## src/rtl/add_pkg.sv

```systemverilog
// Shared definitions for the pipelined adder: default geometry and the
// signed-overflow rule used by adder datapaths.
package add_pkg;

    localparam int ADD_WIDTH = 16;
    localparam int ADD_CHUNK = 4;

    // Two's-complement overflow: operands agree in sign but the result does not.
    function automatic logic ovf_calc(input logic a_msb, input logic b_msb, input logic s_msb);
        return (a_msb ~^ b_msb) & (s_msb ^ a_msb);
    endfunction

endpackage

```

## src/rtl/add_chunk.sv

```systemverilog
// Combinational CHUNK-bit slice of the adder: a + b + ci, with the carry
// that enters the slice MSB exposed for overflow detection.
module add_chunk
    import add_pkg::*;
#(
    parameter int CHUNK = ADD_CHUNK
) (
    input  logic [CHUNK-1:0] a_i,
    input  logic [CHUNK-1:0] b_i,
    input  logic             ci_i,
    output logic [CHUNK-1:0] s_o,
    output logic             co_o,
    output logic             c_msb_in_o
);

    logic [CHUNK:0] total_s;

    assign total_s    = {1'b0, a_i} + {1'b0, b_i} + {{CHUNK{1'b0}}, ci_i};
    assign s_o        = total_s[CHUNK-1:0];
    assign co_o       = total_s[CHUNK];
    // Sum bit = a ^ b ^ carry-in, so the carry into the MSB falls out of the XOR.
    assign c_msb_in_o = a_i[CHUNK-1] ^ b_i[CHUNK-1] ^ s_o[CHUNK-1];

endmodule

```

## src/rtl/add_pipe.sv

```systemverilog
// Pipelined A + B + Cin adder: one CHUNK-bit slice per stage, registered carry
// between stages, single global advance driven by output back-pressure.
module add_pipe
    import add_pkg::*;
#(
    parameter int WIDTH = ADD_WIDTH,
    parameter int CHUNK = ADD_CHUNK
) (
    input  logic             clk,
    input  logic             rst_n,
    input  logic             in_valid,
    output logic             in_ready,
    input  logic [WIDTH-1:0] A,
    input  logic [WIDTH-1:0] B,
    input  logic             Cin,
    output logic             out_valid,
    input  logic             out_ready,
    output logic [WIDTH-1:0] Sum,
    output logic             Cout,
    output logic             Ovf
);

    localparam int STAGES = WIDTH / CHUNK;
    localparam int LAST   = STAGES - 1;

    if (WIDTH % CHUNK != 0) begin : g_width_check
        $error("add_pipe: WIDTH (%0d) must be a multiple of CHUNK (%0d)", WIDTH, CHUNK);
    end

    logic             adv_s;

    // Stage k registers: operands still to be summed (skew), finished low sum
    // chunks (deskew), carry into chunk k and the entry's valid bit.
    logic             v_q      [STAGES];
    logic [WIDTH-1:0] a_q      [STAGES];
    logic [WIDTH-1:0] b_q      [STAGES];
    logic [WIDTH-1:0] s_q      [STAGES];
    logic             c_q      [STAGES];

    logic [CHUNK-1:0] chunk_s  [STAGES];
    logic             co_s     [STAGES];
    logic             c_msb_s  [STAGES];
    logic [WIDTH-1:0] s_next_s [STAGES];

    logic             out_valid_q, out_valid_d;
    logic [WIDTH-1:0] sum_q,       sum_d;
    logic             cout_q,      cout_d;
    logic             ovf_q,       ovf_d;

    assign adv_s    = ~out_valid_q | out_ready;
    assign in_ready = adv_s;

    for (genvar k = 0; k < STAGES; k++) begin : g_stage
        add_chunk #(
            .CHUNK(CHUNK)
        ) u_chunk (
            .a_i       (a_q[k][k*CHUNK +: CHUNK]),
            .b_i       (b_q[k][k*CHUNK +: CHUNK]),
            .ci_i      (c_q[k]),
            .s_o       (chunk_s[k]),
            .co_o      (co_s[k]),
            .c_msb_in_o(c_msb_s[k])
        );
    end

    // Merge each stage's freshly computed chunk into its running sum.
    always_comb begin
        for (int k = 0; k < STAGES; k++) begin
            s_next_s[k]                   = s_q[k];
            s_next_s[k][k*CHUNK +: CHUNK] = chunk_s[k];
        end
    end

    // Output register next-state comes straight from the final stage.
    always_comb begin
        out_valid_d = v_q[LAST];
        sum_d       = s_next_s[LAST];
        cout_d      = co_s[LAST];
        ovf_d       = c_msb_s[LAST] ^ co_s[LAST];
    end

    // Pipeline and output registers; everything holds together when adv is low.
    always_ff @(posedge clk or negedge rst_n) begin
        if (!rst_n) begin
            for (int k = 0; k < STAGES; k++) begin
                v_q[k] <= 1'b0;
                a_q[k] <= {WIDTH{1'b0}};
                b_q[k] <= {WIDTH{1'b0}};
                s_q[k] <= {WIDTH{1'b0}};
                c_q[k] <= 1'b0;
            end
            out_valid_q <= 1'b0;
            sum_q       <= {WIDTH{1'b0}};
            cout_q      <= 1'b0;
            ovf_q       <= 1'b0;
        end else if (adv_s) begin
            v_q[0] <= in_valid;
            a_q[0] <= A;
            b_q[0] <= B;
            s_q[0] <= {WIDTH{1'b0}};
            c_q[0] <= Cin;
            for (int k = 1; k < STAGES; k++) begin
                v_q[k] <= v_q[k-1];
                a_q[k] <= a_q[k-1];
                b_q[k] <= b_q[k-1];
                s_q[k] <= s_next_s[k-1];
                c_q[k] <= co_s[k-1];
            end
            out_valid_q <= out_valid_d;
            sum_q       <= sum_d;
            cout_q      <= cout_d;
            ovf_q       <= ovf_d;
        end
    end

    assign out_valid = out_valid_q;
    assign Sum       = sum_q;
    assign Cout      = cout_q;
    assign Ovf       = ovf_q;

endmodule
```

## config.mk

```make
export PLATFORM = sky130hd
export DESIGN_NAME = add_pipe
export DESIGN_NICKNAME = d
export VERILOG_FILES = /design/src/rtl/add_pkg.sv /design/src/rtl/add_chunk.sv /design/src/rtl/add_pipe.sv
export SDC_FILE = /design/constraint.sdc
export NUM_CORES = 1
export LEC_CHECK = 0
export BUFFER_PORTS_ARGS = -buffer_cell sky130_fd_sc_hd__buf_4
export CORE_MARGIN = 1
export CORE_UTILIZATION = 55
export CTS_CLUSTER_DIAMETER = 60
export DETAILED_ROUTE_END_ITERATION = 12
export PLACE_DENSITY = 0.72
export SLEW_MARGIN = 10
export SYNTH_ARGS = -nofsm -noshare
export SYNTH_HDL_FRONTEND = slang
export SYNTH_SLANG_ARGS = --single-unit
```

## constraint.sdc

```tcl
create_clock -name clk -period 2.2 [get_ports clk]
set_input_delay 0.11 -clock clk [delete_from_list [all_inputs] [get_ports clk]]
set_output_delay 0.11 -clock clk [all_outputs]
set_load 0.005 [all_outputs]
```

== After elaboration in Yosys (flattened, before gate mapping) ==
Cells that the tools add are included.
Operators by class
  $add $sub $neg: 8
  bitwise operators: 5
Operators by type and width (count)
  4-bit by 4-bit adder with 5-bit output: 4
  5-bit by 1-bit adder with 5-bit output: 4
  1-bit bitwise XOR: 3
  1-bit NOT: 1
  1-bit bitwise OR: 1
Storage, ports and cells
  flip-flop bits (word level): 179
  bits of input ports: 37
  output and inout port bits: 20
  word-level logic and storage cells: 36

== Longest topological paths before layout ==
  depth after elaboration: 4
  mapped depth: 7
  depth with buffers taken out: 6

== Hierarchy ==
A second synthesis with hierarchy kept.
Second synthesis, totals
  cell total of the unflattened synthesis: 347
  area total of the unflattened synthesis: 5766.8 sq um
Modules (own cells, without submodules)
  add_pipe: instances 1, cells an instance 279, area an instance 5201.2 sq um, sequential area each 3278.1 sq um
  add_chunk: instances 4, cells an instance 17, area an instance 141.4 sq um, sequential area each 0.0 sq um

== Least setup slack after synthesis ==
OpenSTA, ideal clock, no wires.
  path kind: flip-flop to flip-flop
  start point: reg a_q[12] (netlist name)
  end point: reg ovf_q (netlist: Ovf)
  library setup time: 0.123 ns
  data arrival time: 1.762 ns
  required time: 2.077 ns
  setup slack: 0.314 ns
  cell stages (with the launch flop): 7
  buffers on the path: 0
  period minus slack after synthesis: 1.886 ns
  cells stage by stage: dfrtp_1 fa_1 fa_1 a21o_1 a21oi_2 xnor2_1 o21ai_1
On the way
  word-level cells in the longest chain between the ends: 4
RTL lines
  start: declaration: line add_pipe.sv:35  | logic [WIDTH-1:0] a_q [STAGES];
  start signal: indexed assignment: line add_pipe.sv:87  | a_q[k] <= {WIDTH{1'b0}};
  start signal: indexed assignment: line add_pipe.sv:104  | a_q[k] <= a_q[k-1];
  4-bit by 4-bit adder with 5-bit output *: line add_chunk.sv:18  | assign total_s = {1'b0, a_i} + {1'b0, b_i} + {{CHUNK{1'b0}}, ci_i};
  5-bit by 1-bit adder with 5-bit output *: line add_chunk.sv:18
  1-bit bitwise XOR: line add_chunk.sv:22  | assign c_msb_in_o = a_i[CHUNK-1] ^ b_i[CHUNK-1] ^ s_o[CHUNK-1];
  1-bit bitwise XOR *: line add_pipe.sv:79  | ovf_d = c_msb_s[LAST] ^ co_s[LAST];
  end signal: assignment: line add_pipe.sv:112  | ovf_q <= ovf_d;
  end: declaration: line add_pipe.sv:48  | logic ovf_q, ovf_d;
Mark *: on every way between the ends. The rest lies on a longest branch, timed or not.
A chain may end at the register's enable or synchronous reset.

== Worst setup path after layout ==
Ends and elaborated chain as after synthesis.

==> results summary <==
The flow ran to the end, and the final reports show no timing, DRC or antenna violations. The width of the chip came out at 102 um. From synthesis to final layout, the design area changed by 25.4%. The site row count came out at 35. Input and output buffers added on the ports amount to 56. The gate count of the mapped netlist is 587. The tool flagged a number of max-cap violations equal to 0. The average cell area after synthesis came out at 9.29 sq um.

After global routing the overflow that remains totals 0. The TritonCTS clock tree is built. The routed layout has 3912 vias.

The vertical die dimension came out at 102 um. The routed wirelength normalized by instance count came out at 12.5 um. The ratio of routed vias to standard cells came out at 4.79. The minimum clock period is 2.01 ns. The measured slew at the worst slew-check pin came out at 0.600 ns. The max-slew violation count came out at 0. The share of the clock period used by the worst path after layout is 91.5%. The kind of critical path is flop to flop. Sorting the synthesized cells by area gives the leading types as dfrtp_1 60%, nand2_1 24%, fa_1 2.9%, ha_1 2.8%, buf_4 1.5%. The number of global-route vias before repair was 3919. The hold violation count in the final report is 0.

The post-place instance area is 0.00593 sq mm. The area share of the largest cell type after synthesis is 60.1%. The H-tree depth is 4. The sequential fraction of the synthesis area came out at 60.1%. The highest ir drop seen on vdd is 1070 uV. The data arrival time of the critical path is 2.40 ns. The root buffer cell is clkbuf_8. The count of unresolved DRC violations after routing came out at 0. 57 I/O pins were placed.

The largest fanout on the critical path came out at 2. The finished cells cover 0.00684 sq mm. The clock transition at the register clock pins on the worst setup and hold paths after CTS is 0.06 ns.

The pre-CTS setup slack is 0.221 ns. The TritonCTS buffer count is 17. The peak clock frequency supported by timing came out at 497 MHz. Once routing completed, OpenROAD measured the worst setup slack at 0.187 ns. The fraction of final layout cells sized beyond drive strength 1 is 14.6%. The first-pass GRT wire length is 17800 um. The worst setup path is launched from a flop. Counting every net in the synthesized netlist gives 644.

The maximum number of pins on one net before global-route repair came out at 103. The later pin in the worst-skew pair is clocked with a latency of 0.52 ns. The die covers 0.0103 sq mm. STA classifies the critical path endpoint as a flop. The final weighted congestion in routability-driven placement is 0.731. Among all flip-flop cells after synthesis, the most frequent one is dfrtp_1. The path type of the worst min-delay path is input pin to flop.

Setup violations remaining at the end of the flow were counted as 0. Setup repair after global routing left no endpoint under its margin. The number of synthesized register bits is 131.

The placeable core region is 0.00942 sq mm. Summed over all instances, the cell type with the most area after synthesis is dfrtp_1. The total length of routed wires came out at 10200 um. The setup TNS is 0 ns. The remaining number of nets flagged by the antenna check after routing came out at 0.

The number of distinct library cells after synthesis is 21. The tightest slew margin relative to the limit came out at 60.0%. The number of antenna violations at the first check in global routing came out at 0. The clock arrives with 0.0106 ns of skew. The effective utilization at floorplan came out at 57.9%. The length of the first detailed-routing pass in iterations is 5. The count of warnings emitted by yosys is 0. The number of clock sinks seen by CTS is 131.

The number of nets in the finished design is 731. The count of fill cells added during filler insertion came out at 694. In this run, synthesis inferred 0 flip-flops with an integrated enable.

The maximum buffer depth of the clock tree came out at 2. The worst endpoint required time came out at 2.59 ns. In this run the cell area of the synthesized design comes to 0.00545 sq mm. The proportion of synthesized flip-flops having asynchronous set or reset came out at 100%. Ranked by instance count, the synthesized netlist is headed by 343 x nand2_1, 131 x dfrtp_1, 12 x ha_1.

After the first detailed-routing iteration, the DRC count stood at 184. The most common cell in the synthesized netlist is nand2_1. The number of inserted diodes is 0. The overall global routing resource usage came out at 22.6%.

The cell leakage power came out at 3.64 nW. The total half-perimeter wirelength after legalization and detailed placement came out at 5880 um. The power density of the placed cells came out at 1430 mW/mm^2.
## flip-flops by register name, indices dropped and copies added (netlist names)
signal	flops
Cout	1
out_valid	1
Sum	16
Ovf	1
s_next_s	24
a_q	40
v_q	3
out_valid_d	1
b_q	40
c_q	4
## layout by cell type, fill, tap and decap left out, drive strengths merged
cell type	instances
nand2	343
dfrtp	131
buf	62
dlygate4sd3	35
clkbuf	18
a21oi	15
ha	12
o21ai	12
nor2	11
inv	10
fa	8
clkinv	8
xor2	6
a21o	6
xnor2	3
nor2b	3
clkinvlp	2
nand2b	1
bufinv	1
## worst max-delay path, cell delays in order (launching register included)
cell	delay, ns
dfrtp_1	0.40
fa_1	0.47
fa_1	0.41
a21o_1	0.21
a21oi_2	0.18
xnor2_1	0.15
o21ai_1	0.07
## cell type report
| class | instances | area (sq um) | area share, % |
|---|---|---|---|
| clock inverter | 14 | 130 | 1.90 |
| tap | 129 | 161 | 2.36 |
| inverter | 7 | 28.8 | 0.421 |
| sequential | 131 | 3280 | 47.9 |
| timing repair buffer | 97 | 866 | 12.7 |
| multi-input combinational | 420 | 1950 | 28.5 |
| clock buffer | 18 | 428 | 6.26 |
## per-layer routing
layer  up-vias  share of wire, %  global-route usage (%)
li1       1973                 -                       -
met1      1846                48                    30.4
met2        80                48                    35.3
met3        13               3.6                    6.56
met4         0               1.1                    7.92
met5         -                 0                       0
## timing repair
action	4_1_cts	5_1_grt
buffers inserted	0	0
endpoints found under the hold margin	80	0
hold buffers	35	0
resized for setup	0	0
## stage by stage
| step | instances | util (%) | total power [mW] | hold slack [ns] |
|---|---|---|---|---|
| 3_3_place_gp | 749 | 63.0 | 6.94 | 0.158 |
| 4_1_cts | 816 | 72.6 | 9.84 | 0.0626 |
| 6_report | 816 | 72.6 | 9.76 | 0.0819 |
| 3_5_place_dp | 749 | 63.0 | 7.11 | 0.163 |
| 2_1_floorplan | 587 | - | 6.24 | -0.186 |
| 5_1_grt | 816 | 72.6 | 10.5 | 0.104 |
## power breakdown
group | leakage [nW] | internal [mW] | switching, mW
Clock | 0.272 | 1.54 | 1.07
Sequential | 1.59 | 3.47 | 0.605
Combinational | 1.78 | 1.39 | 1.68
## worst paths after layout
path                                startpoint  cells past startpoint  slack [ns]                    end
max                        a_q[12]$_DFFE_PN0P_                      6        0.19        Ovf$_DFFE_PN0P_
min                                  out_ready                      4        0.08  out_valid$_DFFE_PN0P_
max reg2reg                a_q[12]$_DFFE_PN0P_                      6        0.19        Ovf$_DFFE_PN0P_
min reg2reg                 Sum[6]$_DFFE_PN0P_                      2        0.46     Sum[6]$_DFFE_PN0P_
max in group asynchronous                rst_n                      3        1.26    b_q[51]$_DFFE_PN0P_
min in group asynchronous                rst_n                      2        0.14    a_q[13]$_DFFE_PN0P_
## logic make-up after synthesis
family                     synth area share [%]
DFF                                        60.1
xor gates and xnor gates                   1.45
and+or+nand+nor                            25.0
AOI/OAI and AO/OA                          3.58
buffers and inverters                      4.20
adders and majority gates                  5.69
Note: power is estimated with default switching activity, not from simulation.
